<file path="src/rtl/alu_pkg.sv">
// Shared definitions for the ALU request arbiter: opcodes, FSM state codes and width defaults.
package alu_pkg;

  localparam int DATA_WIDTH_DEF  = 32;
  localparam int OP_WIDTH_DEF    = 5;
  localparam int DIV_TIMEOUT_DEF = 64;

  localparam int OP_OR         = 0;
  localparam int OP_AND        = 1;
  localparam int OP_ADD        = 2;
  localparam int OP_SUB        = 3;
  localparam int OP_ADDU       = 4;
  localparam int OP_MUL        = 5;
  localparam int OP_DIV        = 6;
  localparam int OP_LAST_LEGAL = 6;

  typedef logic [1:0] state_t;

  localparam state_t ST_IDLE     = 2'd0;
  localparam state_t ST_EXEC     = 2'd1;
  localparam state_t ST_DIV_WAIT = 2'd2;
  localparam state_t ST_RESP     = 2'd3;

  // Single-cycle ops are everything below the divider opcode.
  function automatic logic op_is_single(input int op);
    return (op >= OP_OR) && (op <= OP_MUL) && (OP_AND > OP_OR) && (OP_ADD > OP_AND)
           && (OP_SUB > OP_ADD) && (OP_ADDU > OP_SUB);
  endfunction

endpackage

</file>
<file path="src/rtl/alu_arbiter_if.sv">
// Request, response and ALU-side signal bundle for alu_arbiter; slave is the arbiter side.
interface alu_arbiter_if
  import alu_pkg::*;
#(
  parameter int DATA_WIDTH = DATA_WIDTH_DEF,
  parameter int OP_WIDTH   = OP_WIDTH_DEF
);

  logic                    req0_valid;
  logic                    req0_ready;
  logic [DATA_WIDTH-1:0]   req0_a;
  logic [DATA_WIDTH-1:0]   req0_b;
  logic [OP_WIDTH-1:0]     req0_op;

  logic                    req1_valid;
  logic                    req1_ready;
  logic [DATA_WIDTH-1:0]   req1_a;
  logic [DATA_WIDTH-1:0]   req1_b;
  logic [OP_WIDTH-1:0]     req1_op;

  logic                    rsp_valid;
  logic                    rsp_ready;
  logic                    rsp_id;
  logic [2*DATA_WIDTH-1:0] rsp_result;
  logic                    rsp_err;

  logic [DATA_WIDTH-1:0]   alu_a;
  logic [DATA_WIDTH-1:0]   alu_b;
  logic [OP_WIDTH-1:0]     alu_op;
  logic [2*DATA_WIDTH-1:0] comb_result;

  logic                    div_start;
  logic                    div_done;
  logic [2*DATA_WIDTH-1:0] div_result;

  modport slave (
    input  req0_valid, req0_a, req0_b, req0_op,
    input  req1_valid, req1_a, req1_b, req1_op,
    output req0_ready, req1_ready,
    output rsp_valid, rsp_id, rsp_result, rsp_err,
    input  rsp_ready,
    output alu_a, alu_b, alu_op,
    input  comb_result,
    output div_start,
    input  div_done, div_result
  );

  modport master (
    output req0_valid, req0_a, req0_b, req0_op,
    output req1_valid, req1_a, req1_b, req1_op,
    input  req0_ready, req1_ready,
    input  rsp_valid, rsp_id, rsp_result, rsp_err,
    output rsp_ready,
    input  alu_a, alu_b, alu_op,
    output comb_result,
    input  div_start,
    output div_done, div_result
  );

endinterface

</file>
<file path="src/rtl/alu_arbiter_rr_arb2.sv">
// Two-way round-robin grant: on contention the requester that was not granted last wins.
module rr_arb2 (
  input  logic valid0,
  input  logic valid1,
  input  logic last_grant,
  output logic grant_valid,
  output logic grant_id
);

  always_comb begin
    grant_valid = valid0 | valid1;
    grant_id    = 1'b0;
    if (valid0 && valid1) begin
      grant_id = ~last_grant;
    end else if (valid1) begin
      grant_id = 1'b1;
    end
  end

endmodule

</file>
<file path="src/rtl/alu_arbiter.sv">
// Round-robin front end for the shared ALU: arbitrates two requesters, sequences single-cycle
// ops and the divider handshake, returns tagged results. Optional macro: ALU_ARB_DIV_TIMEOUT_EN.
module alu_arbiter
  import alu_pkg::*;
#(
  parameter int DATA_WIDTH  = DATA_WIDTH_DEF,
  parameter int OP_WIDTH    = OP_WIDTH_DEF,
  parameter int DIV_TIMEOUT = DIV_TIMEOUT_DEF
) (
  input logic          clk,
  input logic          reset,
  alu_arbiter_if.slave bus
);

  localparam logic [OP_WIDTH-1:0] OP_DIV_W        = OP_WIDTH'(OP_DIV);
  localparam logic [OP_WIDTH-1:0] OP_LAST_LEGAL_W = OP_WIDTH'(OP_LAST_LEGAL);

  state_t                  state;
  logic                    last_grant;
  logic                    grant_valid;
  logic                    grant_id;
  logic                    accept;

  logic [DATA_WIDTH-1:0]   alu_a_q;
  logic [DATA_WIDTH-1:0]   alu_b_q;
  logic [OP_WIDTH-1:0]     alu_op_q;
  logic                    rsp_id_q;
  logic [2*DATA_WIDTH-1:0] rsp_result_q;
  logic                    rsp_err_q;

  logic [DATA_WIDTH-1:0]   sel_a;
  logic [DATA_WIDTH-1:0]   sel_b;
  logic [OP_WIDTH-1:0]     sel_op;

`ifdef ALU_ARB_DIV_TIMEOUT_EN
  localparam int CNT_W = $clog2(DIV_TIMEOUT + 1);
  localparam logic [CNT_W-1:0] CNT_LAST = CNT_W'(DIV_TIMEOUT - 1);
  logic [CNT_W-1:0] div_cnt;
`endif

  rr_arb2 u_rr_arb2 (
    .valid0      (bus.req0_valid),
    .valid1      (bus.req1_valid),
    .last_grant  (last_grant),
    .grant_valid (grant_valid),
    .grant_id    (grant_id)
  );

  // Ready is combinational and gated by reset so nothing is accepted while it is held.
  assign accept         = (state == ST_IDLE) && !reset && grant_valid;
  assign bus.req0_ready = accept && !grant_id;
  assign bus.req1_ready = accept && grant_id;

  assign sel_a  = grant_id ? bus.req1_a  : bus.req0_a;
  assign sel_b  = grant_id ? bus.req1_b  : bus.req0_b;
  assign sel_op = grant_id ? bus.req1_op : bus.req0_op;

  assign bus.rsp_valid  = (state == ST_RESP);
  assign bus.rsp_id     = rsp_id_q;
  assign bus.rsp_result = rsp_result_q;
  assign bus.rsp_err    = rsp_err_q;
  assign bus.alu_a      = alu_a_q;
  assign bus.alu_b      = alu_b_q;
  assign bus.alu_op     = alu_op_q;
  assign bus.div_start  = (state == ST_EXEC) && (alu_op_q == OP_DIV_W);

  always_ff @(posedge clk or posedge reset) begin
    if (reset) begin
      state        <= ST_IDLE;
      last_grant   <= 1'b1;
      alu_a_q      <= '0;
      alu_b_q      <= '0;
      alu_op_q     <= '0;
      rsp_id_q     <= 1'b0;
      rsp_result_q <= '0;
      rsp_err_q    <= 1'b0;
`ifdef ALU_ARB_DIV_TIMEOUT_EN
      div_cnt      <= '0;
`endif
    end else begin
      case (state)
        ST_IDLE: begin
          if (accept) begin
            alu_a_q    <= sel_a;
            alu_b_q    <= sel_b;
            alu_op_q   <= sel_op;
            rsp_id_q   <= grant_id;
            last_grant <= grant_id;
            state      <= ST_EXEC;
          end
        end
        ST_EXEC: begin
          if (alu_op_q > OP_LAST_LEGAL_W) begin
            rsp_result_q <= '0;
            rsp_err_q    <= 1'b1;
            state        <= ST_RESP;
          end else if (alu_op_q == OP_DIV_W) begin
`ifdef ALU_ARB_DIV_TIMEOUT_EN
            div_cnt      <= '0;
`endif
            state        <= ST_DIV_WAIT;
          end else begin
            rsp_result_q <= bus.comb_result;
            rsp_err_q    <= 1'b0;
            state        <= ST_RESP;
          end
        end
        // A done in the same cycle the timeout expires takes priority.
        ST_DIV_WAIT: begin
          if (bus.div_done) begin
            rsp_result_q <= bus.div_result;
            rsp_err_q    <= 1'b0;
            state        <= ST_RESP;
`ifdef ALU_ARB_DIV_TIMEOUT_EN
          end else if (div_cnt == CNT_LAST) begin
            rsp_result_q <= '1;
            rsp_err_q    <= 1'b1;
            state        <= ST_RESP;
          end else begin
            div_cnt      <= div_cnt + 1'b1;
`endif
          end
        end
        ST_RESP: begin
          if (bus.rsp_ready) begin
            state <= ST_IDLE;
          end
        end
        default: state <= ST_IDLE;
      endcase
    end
  end

endmodule
</file>
<file path="src/flat_wrapper.sv">
// flat-port wrapper written by rule: the top's interface ports become plain ports
module alu_arbiter_flat import alu_pkg::*;
#(
  parameter int DATA_WIDTH  = DATA_WIDTH_DEF,
  parameter int OP_WIDTH    = OP_WIDTH_DEF,
  parameter int DIV_TIMEOUT = DIV_TIMEOUT_DEF
)
  (clk, reset, bus_req0_valid, bus_req0_a, bus_req0_b, bus_req0_op, bus_req1_valid, bus_req1_a, bus_req1_b, bus_req1_op, bus_req0_ready, bus_req1_ready, bus_rsp_valid, bus_rsp_id, bus_rsp_result, bus_rsp_err, bus_rsp_ready, bus_alu_a, bus_alu_b, bus_alu_op, bus_comb_result, bus_div_start, bus_div_done, bus_div_result);
  alu_arbiter_if #(.DATA_WIDTH(DATA_WIDTH), .OP_WIDTH(OP_WIDTH)) bus_i ();
  input logic clk;
  input logic reset;
  input wire logic [$bits(bus_i.req0_valid)-1:0] bus_req0_valid;
  input wire logic [$bits(bus_i.req0_a)-1:0] bus_req0_a;
  input wire logic [$bits(bus_i.req0_b)-1:0] bus_req0_b;
  input wire logic [$bits(bus_i.req0_op)-1:0] bus_req0_op;
  input wire logic [$bits(bus_i.req1_valid)-1:0] bus_req1_valid;
  input wire logic [$bits(bus_i.req1_a)-1:0] bus_req1_a;
  input wire logic [$bits(bus_i.req1_b)-1:0] bus_req1_b;
  input wire logic [$bits(bus_i.req1_op)-1:0] bus_req1_op;
  output wire logic [$bits(bus_i.req0_ready)-1:0] bus_req0_ready;
  output wire logic [$bits(bus_i.req1_ready)-1:0] bus_req1_ready;
  output wire logic [$bits(bus_i.rsp_valid)-1:0] bus_rsp_valid;
  output wire logic [$bits(bus_i.rsp_id)-1:0] bus_rsp_id;
  output wire logic [$bits(bus_i.rsp_result)-1:0] bus_rsp_result;
  output wire logic [$bits(bus_i.rsp_err)-1:0] bus_rsp_err;
  input wire logic [$bits(bus_i.rsp_ready)-1:0] bus_rsp_ready;
  output wire logic [$bits(bus_i.alu_a)-1:0] bus_alu_a;
  output wire logic [$bits(bus_i.alu_b)-1:0] bus_alu_b;
  output wire logic [$bits(bus_i.alu_op)-1:0] bus_alu_op;
  input wire logic [$bits(bus_i.comb_result)-1:0] bus_comb_result;
  output wire logic [$bits(bus_i.div_start)-1:0] bus_div_start;
  input wire logic [$bits(bus_i.div_done)-1:0] bus_div_done;
  input wire logic [$bits(bus_i.div_result)-1:0] bus_div_result;
  assign bus_i.req0_valid = bus_req0_valid;
  assign bus_i.req0_a = bus_req0_a;
  assign bus_i.req0_b = bus_req0_b;
  assign bus_i.req0_op = bus_req0_op;
  assign bus_i.req1_valid = bus_req1_valid;
  assign bus_i.req1_a = bus_req1_a;
  assign bus_i.req1_b = bus_req1_b;
  assign bus_i.req1_op = bus_req1_op;
  assign bus_req0_ready = bus_i.req0_ready;
  assign bus_req1_ready = bus_i.req1_ready;
  assign bus_rsp_valid = bus_i.rsp_valid;
  assign bus_rsp_id = bus_i.rsp_id;
  assign bus_rsp_result = bus_i.rsp_result;
  assign bus_rsp_err = bus_i.rsp_err;
  assign bus_i.rsp_ready = bus_rsp_ready;
  assign bus_alu_a = bus_i.alu_a;
  assign bus_alu_b = bus_i.alu_b;
  assign bus_alu_op = bus_i.alu_op;
  assign bus_i.comb_result = bus_comb_result;
  assign bus_div_start = bus_i.div_start;
  assign bus_i.div_done = bus_div_done;
  assign bus_i.div_result = bus_div_result;
  alu_arbiter #(.DATA_WIDTH(DATA_WIDTH), .OP_WIDTH(OP_WIDTH), .DIV_TIMEOUT(DIV_TIMEOUT)) u_core (.clk(clk), .reset(reset), .bus(bus_i));
endmodule
</file>
<file path="config.mk">
export PLATFORM = sky130hd
export DESIGN_NAME = alu_arbiter_flat
export DESIGN_NICKNAME = d
export VERILOG_FILES = /design/src/rtl/alu_pkg.sv /design/src/rtl/alu_arbiter_if.sv /design/src/rtl/alu_arbiter_rr_arb2.sv /design/src/rtl/alu_arbiter.sv /design/src/flat_wrapper.sv
export SDC_FILE = /design/constraint.sdc
export NUM_CORES = 1
export LEC_CHECK = 0
export BUFFER_PORTS_ARGS = -buffer_cell sky130_fd_sc_hd__buf_2
export CORE_AREA = 3 3 157 159
export CTS_BUF_LIST = sky130_fd_sc_hd__clkbuf_16
export DETAILED_ROUTE_END_ITERATION = 12
export DIE_AREA = 0 0 160 162
export PLACE_DENSITY = 0.63
export SKIP_CTS_REPAIR_TIMING = 1
export SLEW_MARGIN = 20
export SYNTH_ARGS = -nofsm -noshare
export SYNTH_HDL_FRONTEND = slang
export SYNTH_SLANG_ARGS = --single-unit
</file>
<file path="constraint.sdc">
create_clock -name clk -period 4.8 [get_ports clk]
set_clock_uncertainty 0.15 [all_clocks]
set_input_delay 0.48 -clock clk [delete_from_list [all_inputs] [get_ports clk]]
set_output_delay 0.48 -clock clk [all_outputs]
set_load 0.01 [all_outputs]
</file>
==> reports/results.txt <==
The non-filler instance count after layout was 1,275; the slack of the worst reg-to-reg path was 1.96 ns. Routability-driven placement finished with a final weighted congestion of 0.7912. The core region is 23,400 sq um. Before antenna repair, the detailed router went through 5 iterations.

The post-route minimum period came out at 3.104 ns. A synthesized cell averages 10.99 sq um. Counting tap cells, the placed design contains a total of 1,242 instances. Cells with a size suffix above 1 make up 47.85% of the layout. The critical path data arrival time is 2.47 ns, and the top achievable clock speed is 322.1 MHz.

The floorplan step set the die width to 160 microns. The worst setup path is launched from a flip-flop. Pin count of the biggest net entering global routing: 103. Sequential cells were found to cover 56.52% of the synthesized design area.

The run gives 4.17 ns as the required arrival time at the worst endpoint. After routing, the total negative slack on setup checks comes to 0 ns. The worst register-to-register path begins at u_core.state[0]$_DFFE_PP0P_.

The slew of the pin with the lowest slew margin is 0.9625 ns, and the fill cell instance count of the final layout is 2,445. The number of nets produced by synthesis is 832. The initial utilization of the core area, before any placement, comes to 26.12%. The final setup violation count is 0.

The count of cell types in the netlist was 30. The area growth from synthesis to layout was 47.53%. Counting cells, the worst reg-to-reg path comes to 7. Setup repair after global routing left no endpoint under its margin.

For the net count of the finished layout, the log shows 1,218. The count of routing violations after the opening detailed-route iteration is 385. The tool flagged a number of max-cap violations equal to 0. TritonCTS built the clock tree. Clock-pin slew was measured on the worst setup and hold paths at 0.06 ns. For the clock tree buffer depth, the log shows 2. For the part of the power in registers, the log shows 32.9%.

The die is 162 microns tall. In this run the critical register-to-register path is captured at u_core.bus.rsp_result[61]$_DFFE_PP0P_. In this run the core area contains 56 standard-cell rows.

The tools report the cell at the root of the clock tree as clkbuf_16. Internal power comes to 3852 uW. TritonCTS created 17 clock buffers. In this run the tightest slew margin relative to its limit is 35.83%.

The top cell types in the final layout, fill and taps aside, are buf_2, dfrtp_1, nor2_1. The flow ran to the end, and the final reports show no timing, DRC or antenna violations. During synthesis, Yosys emitted a total of 0 warnings. The final critical path takes up 64.67% of the cycle. Leaving out fill and tap cells, the most frequent cell in the layout is buf_2. Synthesis handed over a netlist of 556 instances. The number of global-route vias before repair was 6,086. The H-tree generated during clock tree synthesis spans 4 levels. The number of input and output port buffers inserted came out at 410. The mapped netlist covers 6112 sq um. In the final routed layout, each cell accounts on average for 16.78 microns. The logs give 38.53% for the post-route core utilization and 5,988 for the number of vias after detailed routing. Of the total power, combinational logic draws 45.7%. During I/O placement, the number of pins put on the boundary was 411. The run gives 1 as the initial antenna violation count. The kind of end point of the critical path was an output port. The overall fraction of global-route tracks in use is 15.98%.

The run gives 0 as the final max-slew violation count. The number of synthesized register bits came out at 138. The count of nets left with antenna violations after detail routing was 0; the fraction of power consumed by the clock network was 21.3%.

The mean number of vias per cell is 4.696, and the total global routing overflow is 0. For this design the ratio of total power to cell area is 700.2 nW/um^2. The highest fanout seen on the critical path is 34, and the final hold violation count is 0. The switching power summed over all nets is 2462 uW, and the maximum vdd drop is 0.2690 mV. The start-to-end type of the worst setup path is reg -> out. The logs give 15.67 mm for the estimated wirelength of the detail-placed design and 0.004903 uW for the static leakage. The die covers 25,920 sq um. For this block, the routed nets add up to 21.39 mm of wire. The first global-routing pass estimated 32.95 mm of wire.

The net switching fraction of the power was 39.00%; the DRC violation count after routing was 0. The logs give 138 for the number of clock sinks seen by CTS and 0.41 ns for the worst-skew pair later-pin latency. The worst min-delay path category is in -> async.
-- per-layer routing --
layer  vias up  GRT usage, %  share of wire (%)
li1       2843             -                  -
met4         0         6.233                1.8
met2       232         27.42                 52
met1      2888         19.20                 40
met3        25         4.234                6.4
met5         -             0                  0
-- synth_stat cells, drive strengths merged --
| master | instances | share of area (%) |
|---|---|---|
| o21a | 1 | 0.12 |
| ha | 4 | 0.82 |
| o22a | 1 | 0.14 |
| nor4 | 1 | 0.10 |
| nand3 | 1 | 0.082 |
| a31oi | 1 | 0.10 |
| a21oi | 66 | 5.4 |
| a22o | 69 | 9.9 |
| mux2 | 3 | 0.61 |
| and2b | 1 | 0.12 |
| dfstp | 1 | 0.43 |
| inv | 6 | 0.37 |
| nor3b | 1 | 0.12 |
| nand2 | 2 | 0.12 |
| and3 | 1 | 0.10 |
| o21ai | 1 | 0.082 |
| a21o | 69 | 8.5 |
| buf | 28 | 2.5 |
| nor2 | 70 | 4.3 |
| o41a | 1 | 0.18 |
| clkbuf | 22 | 1.4 |
| dfrtp | 137 | 56 |
| nand2b | 1 | 0.10 |
| o31ai | 1 | 0.12 |
| a22oi | 65 | 8.0 |
| a21boi | 1 | 0.12 |
| or2 | 1 | 0.10 |
-- layout make-up --
type	instances	area, sq um	area share, %
multi-input cells	362	2430	26.95
clock buffers	17	425.4	4.718
inverters	6	27.53	0.3053
flip-flops and latches	138	3455	38.31
clock inverters	15	173.9	1.929
repair buffers	417	2105	23.34
diodes	1	2.502	0.02775
well taps	319	399.1	4.426
-- power by group through the flow --
| stage | sequential (uW) | clock [uW] | combinational, uW |
|---|---|---|---|
| global placement | 2090 | 0 | 2850 |
| CTS | 2090 | 1400 | 2930 |
| detailed placement | 2090 | 0 | 2920 |
| floorplan | 2330 | 0 | 1640 |
| finish | 2080 | 1350 | 2890 |
| global route | 2160 | 1450 | 3220 |
-- logic make-up after synthesis --
| logic type | count (synthesis) | synth area share, % |
|---|---|---|
| buffers and inverters | 56 | 4.258 |
| AO/OA/AOI/OAI | 276 | 32.63 |
| AND/OR/NAND/NOR | 79 | 5.159 |
| flip-flops | 138 | 56.52 |
| multiplexers | 3 | 0.6140 |
| adder cells (fa/ha/maj) | 4 | 0.8189 |
-- critical path, cell delays in order, from the launching register on --
cell and delay, ns:
dfrtp_1 0.44, inv_1 0.11, ha_1 0.19, and2b_1 0.22, nand2_1 0.11, a21oi_4 0.71, buf_2 0.27
-- registers in the layout (all words and copies together) (netlist names) --
| register | flops |
|---|---|
| u_core.bus.rsp_err | 1 |
| u_core.last_grant | 1 |
| u_core.bus.rsp_result | 64 |
| u_core.state | 2 |
| u_core.bus.alu_b | 32 |
| u_core.bus.alu_a | 32 |
| u_core.bus.alu_op | 5 |
| u_core.bus.rsp_id | 1 |
-- through the flow --
stage / hold WS, ns / setup slack, ns / power (uW) / cell area, sq um
2_1_floorplan: 0.3336 / 0.4755 / 3967 / 6112
3_3_place_gp: 0.3254 / 2.083 / 4935 / 8416
3_5_place_dp: 0.3327 / 1.981 / 5019 / 8416
4_1_cts: 0.08908 / 1.649 / 6409 / 9015
5_1_grt: 0.08485 / 1.487 / 6828 / 9017
6_report: 0.1059 / 1.696 / 6314 / 9017
-- worst max-delay path by stage --
stage,startpoint,to,slack [ns],depth (start not counted)
global route,u_core.state[0]$_DFFE_PP0P_,bus_req1_ready,1.49,6
CTS,u_core.state[0]$_DFFE_PP0P_,bus_req1_ready,1.65,6
finish,u_core.state[0]$_DFFE_PP0P_,bus_req1_ready,1.70,6
detailed placement,u_core.state[0]$_DFFE_PP0P_,u_core.bus.rsp_result[61]$_DFFE_PP0P_,1.98,7
global placement,u_core.state[0]$_DFFE_PP0P_,u_core.bus.rsp_result[3]$_DFFE_PP0P_,2.08,6
floorplan,reset,u_core.bus.alu_a[0]$_DFFE_PP0P_,0.48,1
Note: power is estimated with default switching activity, not from simulation.
